## src/rtl/game_sequencer_if.sv

```systemverilog
// Handshake-free bundle between the maze sequencer and its environment (buttons, map ROM, display).
// master = sequencer side, slave = environment side.
interface game_sequencer_if #(
    parameter int MAP_W = 30
);
    logic [3:0]       SCENs;
    logic [4:0]       rom_addr;
    logic [MAP_W-1:0] rom_data;
    logic [2:0]       game_state;
    logic [1:0]       difficulty;
    logic             show_map;
    logic [7:0]       player_x_pos;
    logic [7:0]       player_y_pos;
    logic             lost;
    logic             won;

    modport master (
        input  SCENs, rom_data,
        output rom_addr, game_state, difficulty, show_map,
               player_x_pos, player_y_pos, lost, won
    );

    modport slave (
        output SCENs, rom_data,
        input  rom_addr, game_state, difficulty, show_map,
               player_x_pos, player_y_pos, lost, won
    );
endinterface

```

## src/rtl/game_sequencer.sv

```systemverilog
// Maze game sequencer: difficulty menu, timed map reveal, ROM-checked moves, win/lose handling.
// Move-to-commit takes a 2-cycle CHECK; button pulses outside MENU/PLAY/LOST/WON are dropped.
module game_sequencer #(
    parameter int MAP_W     = 30,
    parameter int MAP_H     = 21,
    parameter int START_X   = 0,
    parameter int START_Y   = 20,
    parameter int GOAL_X    = 29,
    parameter int GOAL_Y    = 0,
    parameter int SHOW_UNIT = 25000000
) (
    input  logic             clk,
    input  logic             reset,
    game_sequencer_if.master bus
);
    typedef enum logic [2:0] {
        MENU  = 3'd0,
        SHOW  = 3'd1,
        PLAY  = 3'd2,
        CHECK = 3'd3,
        LOST  = 3'd4,
        WON   = 3'd5
    } state_t;

    localparam int          XW      = (MAP_W > 1) ? $clog2(MAP_W) : 1;
    localparam logic [8:0]  W9      = 9'(MAP_W);
    localparam logic [8:0]  H9      = 9'(MAP_H);
    localparam logic [7:0]  SX8     = 8'(START_X);
    localparam logic [7:0]  SY8     = 8'(START_Y);
    localparam logic [4:0]  SY5     = 5'(START_Y);
    localparam logic [7:0]  GX8     = 8'(GOAL_X);
    localparam logic [7:0]  GY8     = 8'(GOAL_Y);
    localparam logic [31:0] LOAD_E  = 32'(4 * SHOW_UNIT);
    localparam logic [31:0] LOAD_M  = 32'(2 * SHOW_UNIT);
    localparam logic [31:0] LOAD_H  = 32'(SHOW_UNIT);

    state_t      state_q;
    logic [1:0]  diff_q;
    logic [7:0]  px_q, py_q;
    logic [7:0]  cx_q, cy_q;
    logic [31:0] timer_q;
    logic        chk_q;
    logic [4:0]  addr_q;
    logic        show_q, lost_q, won_q;

    logic [8:0]  cand_x_d, cand_y_d;
    logic        move_vld, in_range;
    logic [31:0] load_val;

    // Lowest-indexed button wins; 9-bit math turns an underflow into an out-of-range value.
    always_comb begin
        cand_x_d = {1'b0, px_q};
        cand_y_d = {1'b0, py_q};
        move_vld = 1'b0;
        if (bus.SCENs[0]) begin
            cand_y_d = {1'b0, py_q} - 9'd1;
            move_vld = 1'b1;
        end else if (bus.SCENs[1]) begin
            cand_y_d = {1'b0, py_q} + 9'd1;
            move_vld = 1'b1;
        end else if (bus.SCENs[2]) begin
            cand_x_d = {1'b0, px_q} - 9'd1;
            move_vld = 1'b1;
        end else if (bus.SCENs[3]) begin
            cand_x_d = {1'b0, px_q} + 9'd1;
            move_vld = 1'b1;
        end
        in_range = move_vld && (cand_x_d < W9) && (cand_y_d < H9);
    end

    always_comb begin
        load_val = LOAD_E;
        case (diff_q)
            2'd1:    load_val = LOAD_M;
            2'd2:    load_val = LOAD_H;
            default: load_val = LOAD_E;
        endcase
    end

    always_ff @(posedge clk or negedge reset) begin
        if (!reset) begin
            state_q <= MENU;
            diff_q  <= 2'd0;
            px_q    <= SX8;
            py_q    <= SY8;
            cx_q    <= SX8;
            cy_q    <= SY8;
            timer_q <= 32'd0;
            chk_q   <= 1'b0;
            addr_q  <= SY5;
            show_q  <= 1'b0;
            lost_q  <= 1'b0;
            won_q   <= 1'b0;
        end else begin
            case (state_q)
                MENU: begin
                    if (bus.SCENs[0]) begin
                        timer_q <= load_val;
                        state_q <= SHOW;
                        show_q  <= 1'b1;
                    end else if (bus.SCENs[1]) begin
                        diff_q <= diff_q;
                    end else if (bus.SCENs[2]) begin
                        diff_q <= (diff_q == 2'd0) ? 2'd2 : diff_q - 2'd1;
                    end else if (bus.SCENs[3]) begin
                        diff_q <= (diff_q >= 2'd2) ? 2'd0 : diff_q + 2'd1;
                    end
                end
                SHOW: begin
                    // Leaving when the count is about to hit zero gives exactly load_val SHOW cycles.
                    if (timer_q <= 32'd1) begin
                        timer_q <= 32'd0;
                        state_q <= PLAY;
                        show_q  <= 1'b0;
                    end else begin
                        timer_q <= timer_q - 32'd1;
                    end
                end
                PLAY: begin
                    if (in_range) begin
                        cx_q    <= cand_x_d[7:0];
                        cy_q    <= cand_y_d[7:0];
                        addr_q  <= cand_y_d[4:0];
                        chk_q   <= 1'b0;
                        state_q <= CHECK;
                    end
                end
                CHECK: begin
                    if (!chk_q) begin
                        chk_q <= 1'b1;
                    end else if (bus.rom_data[cx_q[XW-1:0]]) begin
                        state_q <= LOST;
                        lost_q  <= 1'b1;
                        addr_q  <= py_q[4:0];
                    end else begin
                        px_q <= cx_q;
                        py_q <= cy_q;
                        if (cx_q == GX8 && cy_q == GY8) begin
                            state_q <= WON;
                            won_q   <= 1'b1;
                        end else begin
                            state_q <= PLAY;
                        end
                    end
                end
                LOST, WON: begin
                    if (|bus.SCENs) begin
                        state_q <= MENU;
                        lost_q  <= 1'b0;
                        won_q   <= 1'b0;
                        px_q    <= SX8;
                        py_q    <= SY8;
                        addr_q  <= SY5;
                    end
                end
                default: state_q <= MENU;
            endcase
        end
    end

    assign bus.rom_addr     = addr_q;
    assign bus.game_state   = state_q;
    assign bus.difficulty   = diff_q;
    assign bus.show_map     = show_q;
    assign bus.player_x_pos = px_q;
    assign bus.player_y_pos = py_q;
    assign bus.lost         = lost_q;
    assign bus.won          = won_q;
endmodule

```

## src/flat_wrapper.sv

```systemverilog
// flat-port wrapper written by rule: the top's interface ports become plain ports
module game_sequencer_flat 
#(
    parameter int MAP_W     = 30,
    parameter int MAP_H     = 21,
    parameter int START_X   = 0,
    parameter int START_Y   = 20,
    parameter int GOAL_X    = 29,
    parameter int GOAL_Y    = 0,
    parameter int SHOW_UNIT = 25000000
)
  (clk, reset, bus_SCENs, bus_rom_data, bus_rom_addr, bus_game_state, bus_difficulty, bus_show_map, bus_player_x_pos, bus_player_y_pos, bus_lost, bus_won);
  game_sequencer_if #(.MAP_W(MAP_W)) bus_i ();
  input  logic clk;
  input  logic reset;
  input wire logic [$bits(bus_i.SCENs)-1:0] bus_SCENs;
  input wire logic [$bits(bus_i.rom_data)-1:0] bus_rom_data;
  output wire logic [$bits(bus_i.rom_addr)-1:0] bus_rom_addr;
  output wire logic [$bits(bus_i.game_state)-1:0] bus_game_state;
  output wire logic [$bits(bus_i.difficulty)-1:0] bus_difficulty;
  output wire logic [$bits(bus_i.show_map)-1:0] bus_show_map;
  output wire logic [$bits(bus_i.player_x_pos)-1:0] bus_player_x_pos;
  output wire logic [$bits(bus_i.player_y_pos)-1:0] bus_player_y_pos;
  output wire logic [$bits(bus_i.lost)-1:0] bus_lost;
  output wire logic [$bits(bus_i.won)-1:0] bus_won;
  assign bus_i.SCENs = bus_SCENs;
  assign bus_i.rom_data = bus_rom_data;
  assign bus_rom_addr = bus_i.rom_addr;
  assign bus_game_state = bus_i.game_state;
  assign bus_difficulty = bus_i.difficulty;
  assign bus_show_map = bus_i.show_map;
  assign bus_player_x_pos = bus_i.player_x_pos;
  assign bus_player_y_pos = bus_i.player_y_pos;
  assign bus_lost = bus_i.lost;
  assign bus_won = bus_i.won;
  game_sequencer #(.MAP_W(MAP_W), .MAP_H(MAP_H), .START_X(START_X), .START_Y(START_Y), .GOAL_X(GOAL_X), .GOAL_Y(GOAL_Y), .SHOW_UNIT(SHOW_UNIT)) u_core (.clk(clk), .reset(reset), .bus(bus_i));
endmodule
```

## config.mk

```make
export PLATFORM = sky130hd
export DESIGN_NAME = game_sequencer_flat
export DESIGN_NICKNAME = d
export VERILOG_FILES = /design/src/rtl/game_sequencer_if.sv /design/src/rtl/game_sequencer.sv /design/src/flat_wrapper.sv
export SDC_FILE = /design/constraint.sdc
export NUM_CORES = 1
export LEC_CHECK = 0
export ABC_AREA = 1
export CAP_MARGIN = 20
export CELL_PAD_IN_SITES_DETAIL_PLACEMENT = 1
export CELL_PAD_IN_SITES_GLOBAL_PLACEMENT = 1
export CORE_UTILIZATION = 37
export CTS_BUF_LIST = sky130_fd_sc_hd__clkbuf_8
export DETAILED_ROUTE_END_ITERATION = 12
export PLACE_DENSITY_LB_ADDON = 0.1
export SLEW_MARGIN = 0
export SYNTH_ARGS = -nofsm -noshare
export SYNTH_HDL_FRONTEND = slang
export SYNTH_SLANG_ARGS = --single-unit
```

## constraint.sdc

```tcl
create_clock -name clk -period 2.1 [get_ports clk]
set_clock_uncertainty 0.1 [all_clocks]
set_input_delay 0.315 -clock clk [delete_from_list [all_inputs] [get_ports clk]]
set_output_delay 0.315 -clock clk [all_outputs]
set_load 0.02 [all_outputs]
```

==> metrics.cfg <==
[cts]
h-tree-depth = 3
root_buffer = clkbuf_8
clock_tree.buffer_depth = 2
cts_made_buffers = 9
clk_latency_ps = 380
cts.sink_count = 78
cts_tree = done
path_clk_slew_ps = 90

[synth]
async_reset_ff_share_pct = 100
ys_seq_area_share_pct = 37.4
ys_warn_count = 0
syn_nets = 812
yosysTopAreaCellShare_pct = 34.4
synthFlopType = dfrtp_1
synth_largest_area_cell = dfrtp_1
synth.most_common_cell = nand2_1
postSynthCellCount = 765
synth_area_mm2 = 0.00524
synth_edf_count = 0
avgSynthCellArea_um2 = 6.84
synth_area_leaders = dfrtp_1 (34%), nand2_1 (15%), nand3_1 (7.6%)
ys_ff_latch = 78
synth_common_cells = nand2_1 (212), inv_1 (89), nor2_1 (85), nand3_1 (79), dfrtp_1 (72)
ys_types = 39

[setup_path]
cp.arrival_ps = 2430
cp_max_fo = 5
crit_start = u_core.bus.player_y_pos[2]$_DFFE_PN1P_
ff2ff_setup_slack_ps = -160
required_ps = 2270
worst_setup_path_end_kind = flop
crit_end = u_core.chk_q$_DFFE_PN0P_
start_kind = flop
criticalPathCategory = reg2reg
rr_endpoint = u_core.chk_q$_DFFE_PN0P_
r2r_start = u_core.bus.player_y_pos[2]$_DFFE_PN1P_
r2r_cells = 14

[grt]
grt_pass1_vias = 6351
use_met2_pct = 45.0
grt.overflow.total = 0
grt_max_degree = 41
grtUsageTotal_pct = 27.0
use_met1_pct = 35.8
grt_pass1_wl_um = 30800
grt-busiest-layer = met2
met3_usage_pct = 5.03
antenna_found_initial = 0

[sta]
fmax_mhz = 442
max_slew_margin_pct = 38.0
period_share_pct = 108
maxSlewViolCount = 0
timing.final.ws_setup_ps = -161
hold_viol_final = 0
worst_pin_slew_ps = 927
fin_crit_ps = 2260
setup_viol = 24
finalSetupTns_ps = -2660
rsz0062_at_grt = true

[placed_design]
dpl.hpwl_um = 14400
dpl-instance-area_mm2 = 0.00688
place.gp.congestion = 0.854
place_ws_ps = -557
io_buffer_count = 64

[floorplan]
fp.dieW_um = 121
placementRows = 43
initial_core_util_pct = 37.9
die_h_um = 121
fp.coreArea_mm2 = 0.0138
num_io_pins = 65
die_area_mm2 = 0.0146

[drt]
post-route-drc-count = 0
drt_iter0_markers = 330
totalWireLength_um = 19200
ant_nets = 0
vias_per_cell = 5.17
firstDrtPassIters = 4
wl_per_cell_um = 16.9
via_count = 5861

[pwr]
total_power_mw = 10.0
ir_worst_vdd_uv = 754
leakage_nw = 3.57
powerDensity_mw_per_mm2 = 1340

[final_layout]
area_growth_pct = 42.7
antennaDiodeCount = 0
design_area_mm2 = 0.00747
final_nets = 996
layout-drive-gt1-share_pct = 25.7
fillCellCount = 1753

[run_status]
violations = negative setup slack
status = finished, violations left

[hold_path]
hold_path_class = reg2reg

[run]
drv_cap = 0

[worst max-delay path, cell delays in order, from the launching register on]
cell	delay, ps
dfstp_2	580
buf_6	110
inv_1	80
buf_4	160
o211ai_1	100
nand2_1	120
nand2_2	70
nand2_2	50
nand2_2	70
nand2_2	60
nor2_4	100
and2_4	220
nand3_4	140
nand2_2	130
nand2_1	60
[registers in the layout, indices dropped and copies added (netlist names)]
register / cells
u_core.bus.won: 1
u_core.timer_q: 32
u_core.bus.game_state: 3
u_core.bus.player_y_pos: 8
u_core.bus.player_x_pos: 8
u_core.cy_q: 8
u_core.cx_q: 8
u_core.bus.difficulty: 2
u_core.bus.lost: 1
u_core.bus.rom_addr: 5
u_core.bus.show_map: 1
u_core.chk_q: 1
[how the worst min path moves through the flow]
stage,start,end,slack [ps],depth (start not counted)
global placement,reset,u_core.cx_q[1]$_DFFE_PN0P_,250,1
floorplan,reset,u_core.bus.difficulty[0]$_DFFE_PN0P_,-80,0
finish,u_core.bus.rom_addr[2]$_DFFE_PN1P_,u_core.bus.rom_addr[2]$_DFFE_PN1P_,370,2
detailed placement,reset,u_core.cx_q[3]$_DFFE_PN0P_,260,1
CTS,u_core.bus.rom_addr[4]$_DFFE_PN1P_,u_core.bus.rom_addr[4]$_DFFE_PN1P_,370,2
global route,u_core.bus.rom_addr[2]$_DFFE_PN1P_,u_core.bus.rom_addr[2]$_DFFE_PN1P_,390,2
[kinds of logic (layout without fill, tap and decap cells)]
logic type / Yosys count / count (layout) / share of synthesized area, %
AOI/OAI and AO/OA: 112 / 112 / 12.1
adders and majority gates: 11 / 11 / 2.63
DFF: 78 / 78 / 37.4
and+or+nand+nor: 435 / 437 / 36.4
buffers and inverters: 114 / 301 / 8.94
xor gates and xnor gates: 15 / 15 / 2.51
[cell usage in the layout, fill, tap and decap left out, types with 3 or more instances in the layout]
cell             instances
a21oi_1                 25
a22oi_1                 11
a31oi_1                  5
buf_12                   4
buf_4                  113
buf_6                    6
clkbuf_8                12
clkdlybuf4s50_1         62
dfrtp_1                 68
dfrtp_2                  4
dfstp_2                  6
ha_1                     8
inv_1                   79
inv_2                   14
inv_4                    3
nand2_1                184
nand2_2                 29
nand2_4                  4
nand3_1                 75
nand3_2                  4
nand3_4                  3
nand4_1                 24
nor2_1                  70
nor2_2                  15
nor2_4                   7
nor3_1                   8
nor3_2                   3
nor4_1                   3
o211ai_1                 4
o21ai_0                 35
o21ai_1                 18
o22ai_1                  7
xor2_1                  13
[metrics by stage]
stage / util (%) / std cells / hold WS [ps]
floorplan: - / 765 / -80.6
global placement: 49.8 / 1100 / 248
detailed placement: 49.8 / 1100 / 262
CTS: 52.2 / 1126 / 373
global route: 54.0 / 1134 / 388
finish: 54.0 / 1134 / 371
[final cells by class]
type	count	area [µm²]	share of cell area, %
Multi-Input combinational cell	575	3060	41.0
Inverter	95	369	4.94
Tap cell	180	225	3.01
Clock buffer	12	165	2.21
Clock inverter	4	22.5	0.301
Sequential cell	78	1960	26.3
Timing Repair Buffer	190	1660	22.2
[routing by layer]
layer / vias to the layer above / share of wire, %
met2: 102 / 48
li1: 2872 / -
met3: 16 / 3.8
met5: - / 0
met4: 0 / 0.94
met1: 2871 / 47
[timing repair]
| item | in CTS | in global routing |
|---|---|---|
| hold endpoints to repair | 32 | 0 |
| hold buffers | 1 | 0 |
| cloned | 3 | 0 |
| buffers inserted | 6 | 8 |
| resized for setup | 23 | 67 |
| pin swaps | 5 | 24 |
| endpoints found under the setup margin | 45 | 64 |
[power breakdown]
| group | leakage [nW] | switching [mW] | internal [mW] |
|---|---|---|---|
| clock | 0.0972 | 0.611 | 0.519 |
| sequential | 0.957 | 0.479 | 2.02 |
| combinational | 2.51 | 3.66 | 2.73 |
No activity file was read; power rests on OpenSTA's default activity.
